<file path="src/rtl/mcif_wr_burst_gen_pkg.sv">
// Shared definitions for the MCIF write burst generator: bus widths, command packet layout
// and FSM encoding.
package mcif_wr_burst_gen_pkg;

  localparam int unsigned AXI_DATA_WIDTH           = 128;
  localparam int unsigned LOG2_MAX_BURST_ATOM_CUBE = 4;
  localparam int unsigned PAGE_BYTES               = 4096;
  localparam int unsigned PD_WIDTH                 = AXI_DATA_WIDTH + 1;

  typedef enum logic [1:0] {
    StIdle    = 2'd0,
    StCmd     = 2'd1,
    StData    = 2'd2,
    StWaitRsp = 2'd3
  } wr_state_e;

  function automatic logic [PD_WIDTH-1:0] mk_cmd_pd(
    input logic [31:0]                         addr,
    input logic [LOG2_MAX_BURST_ATOM_CUBE-1:0] len_m1,
    input logic                                noposted
  );
    logic [PD_WIDTH-1:0] pd;
    pd = '0;
    pd[PD_WIDTH-1]                                 = 1'b1;
    pd[LOG2_MAX_BURST_ATOM_CUBE+32]                = noposted;
    pd[LOG2_MAX_BURST_ATOM_CUBE+32-1:32]           = len_m1;
    pd[31:0]                                       = addr;
    return pd;
  endfunction

endpackage

</file>
<file path="src/rtl/mcif_burst_len_calc.sv">
// Beats in the next burst: min(remaining, MAX_BURST, beats left in the current 4KB page).
module mcif_burst_len_calc
  import mcif_wr_burst_gen_pkg::*;
#(
  parameter int unsigned MAX_BURST = 16,
  parameter int unsigned BPB       = AXI_DATA_WIDTH / 8
) (
  input  logic [11:0]                  addr_off,
  input  logic [15:0]                  remaining,
  output logic [$clog2(MAX_BURST):0]   beats
);

  logic [12:0] page_left_bytes;
  logic [12:0] page_left_beats;
  logic [16:0] lim;

  always_comb begin
    page_left_bytes = 13'(PAGE_BYTES) - {1'b0, addr_off};
    page_left_beats = page_left_bytes / 13'(BPB);
    lim = 17'(MAX_BURST);
    if ({4'b0, page_left_beats} < lim) lim = {4'b0, page_left_beats};
    if ({1'b0, remaining} < lim) lim = {1'b0, remaining};
    beats = ($clog2(MAX_BURST) + 1)'(lim);
  end

endmodule

</file>
<file path="src/rtl/mcif_wr_burst_gen.sv">
// Splits a write transfer into 4KB-safe AXI bursts: one command packet per burst followed by
// its payload beats passed straight through from the data input.
module mcif_wr_burst_gen
  import mcif_wr_burst_gen_pkg::*;
#(
  parameter int unsigned MAX_BURST = 16,
  parameter int unsigned BPB       = AXI_DATA_WIDTH / 8
) (
  input  logic                      clk,
  input  logic                      rst_n,
  input  logic                      req_vld,
  output logic                      req_rdy,
  input  logic [31:0]               req_addr,
  input  logic [15:0]               req_len,
  input  logic                      req_noposted,
  input  logic                      dat_vld,
  output logic                      dat_rdy,
  input  logic [AXI_DATA_WIDTH-1:0] dat,
  output logic                      wr_req_vld,
  input  logic                      wr_req_rdy,
  output logic [PD_WIDTH-1:0]       wr_req_pd,
  input  logic                      wr_rsp_complete,
  output logic                      busy,
  output logic                      done
);

  localparam int unsigned BW = $clog2(MAX_BURST) + 1;

  wr_state_e     state_q;
  logic [31:0]   addr_q;
  logic [15:0]   rem_q;
  logic          noposted_q;
  logic [BW-1:0] beat_cnt_q;
  logic          done_q;

  logic [BW-1:0]       beats;
  logic                last_burst;
  logic                dat_hs;
  logic                last_beat;
  logic [PD_WIDTH-1:0] cmd_pd;

  mcif_burst_len_calc #(
    .MAX_BURST (MAX_BURST),
    .BPB       (BPB)
  ) u_len_calc (
    .addr_off  (addr_q[11:0]),
    .remaining (rem_q),
    .beats     (beats)
  );

  // addr_q/rem_q only move on the last beat, so the command stays stable while stalled.
  assign last_burst = (16'(beats) == rem_q);
  assign dat_hs     = (state_q == StData) && dat_vld && wr_req_rdy;
  assign last_beat  = dat_hs && (beat_cnt_q == beats - 1'b1);
  assign cmd_pd     = mk_cmd_pd(addr_q, LOG2_MAX_BURST_ATOM_CUBE'(beats - 1'b1),
                                noposted_q && last_burst);

  // Held low while done pulses so a new request is never taken in the done cycle.
  assign req_rdy    = rst_n && (state_q == StIdle) && !done_q;
  assign dat_rdy    = (state_q == StData) && wr_req_rdy;
  assign wr_req_vld = (state_q == StCmd) || ((state_q == StData) && dat_vld);
  assign wr_req_pd  = (state_q == StData) ? {1'b0, dat} : cmd_pd;
  assign busy       = (state_q != StIdle);
  assign done       = done_q;

  always_ff @(posedge clk or negedge rst_n) begin
    if (!rst_n) begin
      state_q    <= StIdle;
      addr_q     <= '0;
      rem_q      <= '0;
      noposted_q <= 1'b0;
      beat_cnt_q <= '0;
      done_q     <= 1'b0;
    end else begin
      done_q <= 1'b0;
      case (state_q)
        StIdle: begin
          if (req_vld && req_rdy) begin
            addr_q     <= req_addr;
            rem_q      <= req_len;
            noposted_q <= req_noposted;
            beat_cnt_q <= '0;
            state_q    <= StCmd;
          end
        end
        StCmd: begin
          if (wr_req_rdy) begin
            beat_cnt_q <= '0;
            state_q    <= StData;
          end
        end
        StData: begin
          if (last_beat) begin
            addr_q     <= addr_q + 32'(beats) * 32'(BPB);
            rem_q      <= rem_q - 16'(beats);
            beat_cnt_q <= '0;
            if (!last_burst) begin
              state_q <= StCmd;
            end else if (noposted_q) begin
              state_q <= StWaitRsp;
            end else begin
              state_q <= StIdle;
              done_q  <= 1'b1;
            end
          end else if (dat_hs) begin
            beat_cnt_q <= beat_cnt_q + 1'b1;
          end
        end
        StWaitRsp: begin
          if (wr_rsp_complete) begin
            state_q <= StIdle;
            done_q  <= 1'b1;
          end
        end
        default: state_q <= StIdle;
      endcase
    end
  end

  a_len_nonzero: assert property (@(posedge clk) disable iff (!rst_n)
    (req_vld && req_rdy) |-> (req_len != 16'd0));

endmodule

</file>
<file path="config.mk">
export PLATFORM = sky130hd
export DESIGN_NAME = mcif_wr_burst_gen
export DESIGN_NICKNAME = d
export VERILOG_FILES = /design/src/rtl/mcif_wr_burst_gen_pkg.sv /design/src/rtl/mcif_burst_len_calc.sv /design/src/rtl/mcif_wr_burst_gen.sv
export SDC_FILE = /design/constraint.sdc
export NUM_CORES = 1
export LEC_CHECK = 0
export CAP_MARGIN = 20
export CORE_ASPECT_RATIO = 2
export CORE_MARGIN = 4
export CORE_UTILIZATION = 25
export CTS_CLUSTER_DIAMETER = 40
export DETAILED_ROUTE_END_ITERATION = 7
export GPL_ROUTABILITY_DRIVEN = 0
export PLACE_DENSITY = 0.69
export REMOVE_ABC_BUFFERS = 1
export SLEW_MARGIN = 20
export SYNTH_ARGS = -nofsm -noshare
export SYNTH_HDL_FRONTEND = slang
export SYNTH_SLANG_ARGS = --single-unit
</file>
<file path="constraint.sdc">
create_clock -name clk -period 10.4 [get_ports clk]
set_input_delay 2.08 -clock clk [delete_from_list [all_inputs] [get_ports clk]]
set_output_delay 2.08 -clock clk [all_outputs]
set_load 0.03 [all_outputs]
</file>
Word level (Yosys, flattened, before mapping). Index checks and enable logic that the tools add are counted.

Word-level logic and storage cells: 67. Output and inout bits: 134. Register bits after elaboration: 57. Input port bits: 183.

Magnitude comparators: 2. Reductions and logical operators: 18. Mux-type cells: 26. $add $sub $neg: 5. Equal/unequal tests: 10.

Operator list (count): 2-to-1 mux 129 bit (1); 2-to-1 mux 32 bit (2); case mux 32 bit (2 select lines) (1); adder 32 x 9 -> 32 bit (1); 2-to-1 mux 16 bit (2); case mux 16 bit (2 select lines) (1); 2-to-1 mux 5 bit (5); equality test 5 x 16 -> 1 bit (1); less-than comparator 16 x 9 -> 1 bit (1); subtractor 16 x 5 -> 16 bit (1); case mux 5 bit (3 select lines) (1); subtractor 13 x 12 -> 13 bit (first input constant) (1); 2-to-1 mux 2 bit (6); less-than comparator 9 x 5 -> 1 bit (second input constant) (1); 2-to-1 mux 9 bit (1); logical AND 1 bit (8); case mux 2 bit (4 select lines) (1); AND reduction 4 bit (2); inequality test 2 bit (second input constant) (3); adder 5 x 1 -> 5 bit (second input constant) (1); equality test 5 bit (1); subtractor 5 x 1 -> 5 bit (second input constant) (1); equality test 2 bit (second input constant) (2); 2-to-1 mux 1 bit (4); other kinds (11) (12).

Depth between registers and ports, before layout. Gate-level depths: netlist of run 1.

Depth after elaboration: 10. Mapped depth: 25. Depth with buffers taken out: 23.

Modules after synthesis. From an unflattened synthesis of run 1, not the netlist that was laid out.

Cells, all modules: 730. Area total of the unflattened synthesis: 5251.3 um^2.

Modules (own cells, without submodules): mcif_wr_burst_gen (cells an instance 675, seq. area each 1426.4 um^2, area each 4847.1 um^2, times used 1); mcif_burst_len_calc (cells an instance 55, seq. area each 0.0 um^2, area each 404.1 um^2, times used 1).

Worst setup path after synthesis of run 1. Ideal clock, no wire load.

Path kind: register -> output. From: register addr_q[3]. To: output wr_req_pd[36]. Arrival: 4432 ps. Path buffers: 1. Data required time: 8320 ps. Stages on the path, launching flop included: 17. Setup slack: 3888 ps. Cell sequence: dfrtp_1 > or4_1 > o21ai_0 > nand3_1 > ha_1 > or4_4 > o21a_1 > nor2_2 > buf_2 > nand2_1 > o21a_1 > ha_1 > and3_1 > and4b_1 > and3_1 > nand2_1 > o21ai_0.

Word-level cells in the longest chain between the ends: 8.

RTL lines: from (decl) (line mcif_wr_burst_gen.sv:30) `logic [31:0] addr_q;`; from (signal assigned) (line mcif_wr_burst_gen.sv:79) `addr_q <= req_addr;`; from (signal assigned) (line mcif_wr_burst_gen.sv:94) `addr_q <= addr_q + 32'(beats) * 32'(BPB);`; subtractor 13 x 12 -> 13 bit (*) (line mcif_burst_len_calc.sv:18) `page_left_bytes = 13'(PAGE_BYTES) - {1'b0, addr_off};`; less-than comparator 9 x 5 -> 1 bit (line mcif_burst_len_calc.sv:21) `if ({4'b0, page_left_beats} < lim) lim = {4'b0, page_left_beats};`; 2-to-1 mux 9 bit (*) (line mcif_burst_len_calc.sv:21); less-than comparator 16 x 9 -> 1 bit (line mcif_burst_len_calc.sv:22) `if ({1'b0, remaining} < lim) lim = {1'b0, remaining};`; 2-to-1 mux 5 bit (*) (line mcif_burst_len_calc.sv:22); equality test 5 x 16 -> 1 bit (*) (line mcif_wr_burst_gen.sv:52) `assign last_burst = (16'(beats) == rem_q);`; logical AND 1 bit (*) (line mcif_wr_burst_gen.sv:56) `noposted_q && last_burst);`; 2-to-1 mux 129 bit (*) (line mcif_wr_burst_gen.sv:62) `assign wr_req_pd = (state_q == StData) ? {1'b0, dat} : cmd_pd;`; to (decl) (line mcif_wr_burst_gen.sv:21) `output logic [PD_WIDTH-1:0] wr_req_pd,`.

Every way passes the cells marked *; elsewhere a longest branch is shown, timed or not.

Worst setup path after layout of run 1. Ends and elaborated chain as after synthesis.

==> results of run 1 <==
[final cells by class]
type	instances	area, um2
flip-flops and latches	57	1430
well taps	269	337
inverters	23	86.3
clock inverters	7	78.8
repair buffers	325	3230
fillers	2145	12000
multi-input cells	624	3710
diodes	1	2.50
clock buffers	9	225
[kinds of logic (layout without fill, tap and decap cells)]
group | after synthesis | after routing | synth area share (%)
and+or+nand+nor | 433 | 433 | 40.6
AOI/OAI and AO/OA | 146 | 146 | 19.5
buffers and inverters | 65 | 364 | 4.91
DFF | 57 | 57 | 26.5
adders and majority gates | 20 | 20 | 4.80
xor gates and xnor gates | 17 | 17 | 2.77
muxes | 4 | 4 | 0.815
other | 1 | 5 | 0.0698
[final timing paths]
check                           start            end  cells after the start
min reg2reg                noposted_q     noposted_q                      2
max in group asynchronous       rst_n     addr_q[18]                      2
max reg2reg                 addr_q[3]     addr_q[28]                     20
max                         addr_q[3]  wr_req_pd[36]                     16
min                        noposted_q     noposted_q                      2
min in group asynchronous       rst_n           done                      2
[synthesized netlist by cell type, types with 3 or more instances]
master	instances
nand4_1	7
dfrtp_1	57
a21oi_1	22
nor4_1	8
o2111ai_1	4
nand2_1	177
a21boi_0	3
nor2b_1	3
o31ai_1	6
a21o_1	6
a221o_1	3
and3_1	13
a211o_1	3
nor2_1	37
buf_2	4
and2_1	97
o22ai_1	5
o311ai_0	4
nor3_1	19
mux2_2	3
ha_1	19
a311oi_1	7
xor2_1	3
o211a_1	3
xnor2_1	14
clkbuf_1	26
a211oi_1	7
buf_1	10
inv_1	22
nand3_1	30
o211ai_1	16
o21ai_0	26
or3_1	14
a31oi_1	4
or2_2	4
o311ai_1	3
or4_1	8
o21a_1	6
[power by group through the flow]
stage                     clock (mW)  sequential [mW]  combinational (mW)
after global routing           0.317            0.502                1.91
final                          0.304            0.480                1.77
after global placement             0            0.472                1.77
after detailed placement           0            0.479                1.79
after floorplan                    0            0.434                1.09
after CTS                      0.307            0.475                1.79
[sequential cells by signal, indices dropped and copies added, names as in the netlist]
name	cells
addr_q	32
beat_cnt_q	5
done	1
noposted_q	1
rem_q	16
state_q	2
[worst max-delay path, delay by kind of cell, from the launching register on]
kind,cells,cell delay (ns)
adder cells (fa/ha/maj),2,0.63
AO/OA/AOI/OAI,4,0.82
flip-flops,1,0.43
buffers and inverters,1,0.70
AND/OR/NAND/NOR,9,2.63
[layer usage]
metal,routed length (um),track usage [%],up-vias
met4,833,8.04,0
li1,-,-,3202
met2,12900,36.2,262
met3,1220,2.96,42
met1,8620,20.0,3066
met5,0,0,-
==> impl_table.tex, run 1 <==
\begin{tabular}{lr}
\hline
Metric & Value \\
\hline
\multicolumn{2}{l}{\textbf{Global routing}} \\
Maximum number of pins on one net before global-route repair & 99 \\
Total grt overflow & 0 \\
GR Util All Layers & 18.9\% \\
Global-route wire length before repair & 36.4 mm \\
Via count of the first global-routing pass & 6618 \\
Antenna violations before repair & 1 \\
\multicolumn{2}{l}{\textbf{Routing}} \\
Average via count per standard cell & 5.00 \\
Via count of the routed design & 6572 \\
Residual DRC count & 0 \\
Total Routed Length & 23.6 mm \\
Antenna Violating Nets Remaining & 0 \\
WL per Instance & 17.9 um \\
DRT iter0 DRCs & 352 \\
Detailed-routing iteration count for the pre-antenna-repair pass & 4 \\
\multicolumn{2}{l}{\textbf{Power}} \\
Sw frac & 51.5\% \\
Leakage power & 3.66 nW \\
Internal portion of total power & 1.24 mW \\
Switching power of the nets & 1.32 mW \\
Pwr Density & 281 mW/mm2 \\
Total power & 2.56 mW \\
Peak supply drop & 178 uV \\
Sequential cell fraction of total power & 18.8\% \\
Combinational power share & 69.3\% \\
Clock power share & 11.9\% \\
\multicolumn{2}{l}{\textbf{Finish}} \\
Commonest non-fill, non-tap cells in the layout & clkdlybuf4s50\_1, nand2\_1, and2\_1 \\
Layout Cell Area excl Fill & 0.00909 mm2 \\
Most common cell after layout, fill and taps aside & clkdlybuf4s50\_1 \\
Core occupancy in the finished layout & 43.1\% \\
Layout Cells excl Fill & 1315 \\
Final-stage net count & 1243 \\
Post-synthesis to final-layout area growth & 69.2\% \\
Fraction of layout cells with a size suffix above 1 & 4.40\% \\
\multicolumn{2}{l}{\textbf{Synthesis}} \\
Commonest register cell after synthesis & dfrtp\_1 \\
Count of synthesis-stage warnings from yosys & 0 \\
Leading cell types by total area after synthesis & dfrtp\_1, nand2\_1, and2\_1, ha\_1, nand3\_1 \\
Post-synthesis cell type with the largest combined area & dfrtp\_1 \\
Async S/R FF share, synth & 100\% \\
Post-synthesis instance area & 0.00537 mm2 \\
Number of enable-type register cells in the synthesized netlist & 0 \\
Mean Syn Cell Area & 7.23 um2 \\
Sequential element share of the synthesized area & 26.5\% \\
Number of unique standard cell types used by synthesis & 70 \\
Top cell type's share of synthesized area & 26.5\% \\
Synthesized netlist cell count & 743 \\
Flip-flop and latch count after synthesis & 57 \\
\multicolumn{2}{l}{\textbf{Placement}} \\
Number of placed instances, taps included & 1297 \\
Dpl cell area & 0.00877 mm2 \\
Half-perimeter wire length of the detailed placement result & 19.0 mm \\
DP Worst Slack & 3.18 ns \\
Total of buffers placed on input and output ports & 316 \\
\multicolumn{2}{l}{\textbf{Timing}} \\
Fraction of the cycle the final worst path needs & 73.4\% \\
Measured slew at the worst slew-check pin & 1.03 ns \\
Clk\_skew & 0.0153 ns \\
Hold slack & 0.510 ns \\
Final period demand of the worst path & 7.63 ns \\
Endpoints failing setup & 0 \\
Max Transition Viols Final & 0 \\
RSZ-0062 raised after global routing & false \\
Worst slew margin relative to its limit & 30.9\% \\
Achievable clock frequency & 131 MHz \\
PnR worst setup slack & 2.77 ns \\
Total negative slack for setup checks & 0 ns \\
Count of endpoints failing hold in the final timing report & 0 \\
\multicolumn{2}{l}{\textbf{Clock tree}} \\
Maximum clock insertion buffer count & 2 \\
Post-CTS Hold Buffers & 0 \\
Cell at the root of the clock tree & clkbuf\_16 \\
CTS-repair resized insts & 0 \\
CTS Sinks & 57 \\
CTS Buf Count & 9 \\
Depth of the CTS H-tree & 3 \\
Clock latency reported for the late side of the worst-skew pair & 0.34 ns \\
Clock input transition at the sequential cells of the worst setup and hold paths & 0.07 ns \\
Buffers inserted by post-CTS timing repair & 0 \\
Clock tree from TritonCTS & yes \\
\multicolumn{2}{l}{\textbf{Worst setup path}} \\
Required @ worst endpoint & 8.32 ns \\
Reg2Reg Setup Slack & 4.02 ns \\
Sequence of cells on the critical path & or4\_1, o21ai\_0, nand3\_1, ha\_1, or4\_4, o21a\_1, nor2\_2, nand2\_1, o21a\_1, ha\_1, and3\_1, and4b\_1, and3\_1, nand2\_1, o21ai\_0, clkdlybuf4s50\_1 \\
Startpoint type of the worst setup path & register \\
Critical path class & reg -> out \\
Slowest library cell on the worst path & clkdlybuf4s50\_1 \\
Max stage delay on crit path & 0.70 ns \\
Data arrival time at the worst-slack endpoint & 5.55 ns \\
Highest fanout seen on the critical path & 13 \\
Element type at the critical path end & primary output \\
\multicolumn{2}{l}{\textbf{Run}} \\
Max capacitance violation total & 0 \\
\multicolumn{2}{l}{\textbf{Die}} \\
Die outline width & 112 um \\
I/O pins & 317 \\
Die Span Y & 215 um \\
DIE AREA & 0.0240 mm2 \\
FP Rows & 75 \\
Core area & 0.0211 mm2 \\
Effective utilization at floorplan & 25.4\% \\
\multicolumn{2}{l}{\textbf{Status}} \\
Run status & completed \\
\multicolumn{2}{l}{\textbf{Hold path}} \\
Hold Crit Class & reg -> reg \\
\hline
\end{tabular}
Power figures use the tool's default switching activity.
==> run 2, diff against run 1 <==
PLACE_DENSITY = 0.71   (was 0.69)
clock period = 6.21 ns   (was 10.4 ns; I/O delays follow)
==> impl_table.tex, run 2 (same netlist as run 1, synthesis figures left out) <==
\begin{tabular}{lr}
\hline
Metric & Value \\
\hline
\multicolumn{2}{l}{\textbf{Finish}} \\
Fraction of layout cells with a size suffix above 1 & 4.68\% (+0.28 points) \\
Commonest non-fill, non-tap cells in the layout & clkdlybuf4s50\_1, nand2\_1, and2\_1 \\
Final-stage net count & 1246 (+0.24\%) \\
Most common cell after layout, fill and taps aside & clkdlybuf4s50\_1 \\
Core occupancy in the finished layout & 43.2\% (+0.095 points) \\
Biggest regs & addr\_q: 32 flops, rem\_q: 16 flops, beat\_cnt\_q: 5 flops \\
\# fillers & 2110 (-1.6\%) \\
Largest reg by FF count & addr\_q \\
Post-synthesis to final-layout area growth & 69.6\% \\
Max reg flops & 32 (unchanged) \\
\multicolumn{2}{l}{\textbf{Worst setup path}} \\
FF-to-FF path depth & 23 (+15\%) \\
Slowest library cell on the worst path & or4\_1 \\
Startpoint type of the worst setup path & register \\
Sequence of cells on the critical path & or4\_1, o21ai\_1, nand3\_1, ha\_1, or4\_4, o21a\_1, nor2\_4, nand2\_1, o21a\_1, ha\_1, and3\_1, and4b\_1, and3\_1, nand2\_1, o21ai\_1, buf\_12 \\
Critical path class & reg -> out \\
Element type at the critical path end & primary output \\
Required @ worst endpoint & 4.97 ns (-3.35 ns) \\
Data arrival time at the worst-slack endpoint & 4.66 ns (-0.89 ns) \\
Highest fanout seen on the critical path & 13 (unchanged) \\
Max stage delay on crit path & 0.59 ns (-0.11 ns) \\
\multicolumn{2}{l}{\textbf{Routing}} \\
WL per Instance & 17.9 um (-0.28\%) \\
Average via count per standard cell & 5.10 (+2.1\%) \\
Antenna Violating Nets Remaining & 0 (unchanged) \\
Residual DRC count & 0 (unchanged) \\
Total Routed Length & 23.6 mm (about the same) \\
DRT iter0 DRCs & 426 (+21\%) \\
Via count of the routed design & 6724 (+2.3\%) \\
Detailed-routing iteration count for the pre-antenna-repair pass & 5 (+1) \\
\multicolumn{2}{l}{\textbf{Clock tree}} \\
Maximum clock insertion buffer count & 2 (unchanged) \\
CTS Sinks & 57 (unchanged) \\
Buffers inserted by post-CTS timing repair & 0 (unchanged) \\
Depth of the CTS H-tree & 3 (unchanged) \\
Clock tree from TritonCTS & yes \\
Cell at the root of the clock tree & clkbuf\_16 \\
CTS Buf Count & 9 (unchanged) \\
Clock latency reported for the late side of the worst-skew pair & 0.33 ns (about the same) \\
Clock input transition at the sequential cells of the worst setup and hold paths & 0.05 ns (-0.02 ns) \\
Post-CTS Hold Buffers & 0 (unchanged) \\
\multicolumn{2}{l}{\textbf{Hold path}} \\
Number of cells on the worst hold path & 2 (unchanged) \\
Hold Crit Class & reg -> reg \\
\multicolumn{2}{l}{\textbf{Die}} \\
Core area & 0.0211 mm2 (unchanged) \\
I/O pins & 317 (unchanged) \\
FP Rows & 75 (unchanged) \\
Effective utilization at floorplan & 25.4\% (unchanged) \\
Die outline width & 112 um (unchanged) \\
Die Span Y & 215 um (unchanged) \\
DIE AREA & 0.0240 mm2 (unchanged) \\
\multicolumn{2}{l}{\textbf{Power}} \\
Leakage power & 3.68 nW (+0.52\%) \\
Peak supply drop & 328 uV (+85\%) \\
Pwr Density & 468 mW/mm2 (+66\%) \\
\multicolumn{2}{l}{\textbf{Timing}} \\
Achievable clock frequency & 170 MHz \\
RSZ-0062 raised after global routing & false \\
Count of endpoints failing hold in the final timing report & 0 (unchanged) \\
Worst slew margin relative to its limit & 33.0\% (+2.1 points) \\
Fraction of the cycle the final worst path needs & 95.0\% \\
Hold slack & 0.497 ns (-0.0132 ns) \\
Measured slew at the worst slew-check pin & 0.999 ns (-0.0336 ns) \\
Max Transition Viols Final & 0 (unchanged) \\
Endpoints failing setup & 0 (unchanged) \\
Final period demand of the worst path & 5.90 ns \\
Clk\_skew & 0.00862 ns (-0.00667 ns) \\
\multicolumn{2}{l}{\textbf{Global routing}} \\
Global-route wire length before repair & 35.8 mm (-1.7\%) \\
Maximum number of pins on one net before global-route repair & 96 (-3.0\%) \\
Total grt overflow & 0 (unchanged) \\
Via count of the first global-routing pass & 6515 (-1.6\%) \\
GR Util All Layers & 18.7\% (-0.25 points) \\
Antenna violations before repair & 2 (+1) \\
\multicolumn{2}{l}{\textbf{Placement}} \\
Half-perimeter wire length of the detailed placement result & 18.9 mm (-0.14\%) \\
Total of buffers placed on input and output ports & 316 (unchanged) \\
\multicolumn{2}{l}{\textbf{Status}} \\
Run status & completed \\
\multicolumn{2}{l}{\textbf{Run}} \\
Max capacitance violation total & 0 (unchanged) \\
\hline
\end{tabular}
## run 2: cell count changes in the layout (fill, tap and decap cells not counted), moves of 2 or more
cell        delta
clkbuf_8       +3
clkinvlp_4     -2
buf_4          +4
o21ai_0        -2
o21ai_1        +2
clkinv_4       -2
## run 2: layer usage
layer  GRT usage, %  up-vias  wire (um)
li1               -     3212          -
met1           19.7     3118       8390
met2           35.3      339      12800
met3           2.53       55       1290
met4           9.58        0       1100
met5              0        -          0
## run 2: per-stage QoR
step | setup slack (ns) | area [um2] | TNS (ns) | cells | power [mW]
final | 0.311 | 9110 | 0 | 1318 | 4.26
after global routing | 0.0469 | 9110 | 0 | 1318 | 4.54
after CTS | 0.0429 | 9100 | 0 | 1316 | 4.28
after detailed placement | 0.410 | 8810 | 0 | 1301 | 3.80
after global placement | 0.536 | 8810 | 0 | 1301 | 3.76
after floorplan | -2.84 | 5210 | -100.21 | 704 | 2.56
## run 2: power breakdown
group	switching [mW]	leakage, nW	internal [mW]
clock network	0.168	0.138	0.299
registers	0.275	0.682	0.540
logic	1.75	2.86	1.23
## run 2: cell type report
cell class	instances	area [um2]	area share (%)
clock buffers	13	270	2.97
well taps	269	337	3.69
flip-flops and latches	57	1430	15.7
repair buffers	328	3260	35.8
clock inverters	2	12.5	0.137
inverters	23	86.3	0.947
multi-input cells	624	3720	40.8
diodes	2	5.00	0.0549
## run 2: path summary, 6_finish.rpt
| kind | from | to | slack [ns] |
|---|---|---|---|
| setup / recovery | addr_q[3] | wr_req_pd[36] | 0.31 |
| hold / removal | noposted_q | noposted_q | 0.50 |
| setup reg to reg | addr_q[3] | addr_q[26] | 0.51 |
| hold reg to reg | noposted_q | noposted_q | 0.50 |
| max in group asynchronous | rst_n | addr_q[8] | 4.60 |
| min in group asynchronous | rst_n | done | 1.07 |
## run 2: what timing repair did
| item | in CTS | in global routing |
|---|---|---|
| gates resized for setup | 0 | 4 |
| setup endpoints to repair | 0 | 7 |
| hold endpoints to repair | 0 | 0 |
## run 2: worst max-delay path, delay by kind of cell (launching register included)
kind / cells / cell delay (ns)
AO/OA/AOI/OAI: 4 / 0.80
adder cells (fa/ha/maj): 2 / 0.59
buffers and inverters: 1 / 0.16
flip-flops: 1 / 0.43
AND/OR/NAND/NOR: 9 / 2.36
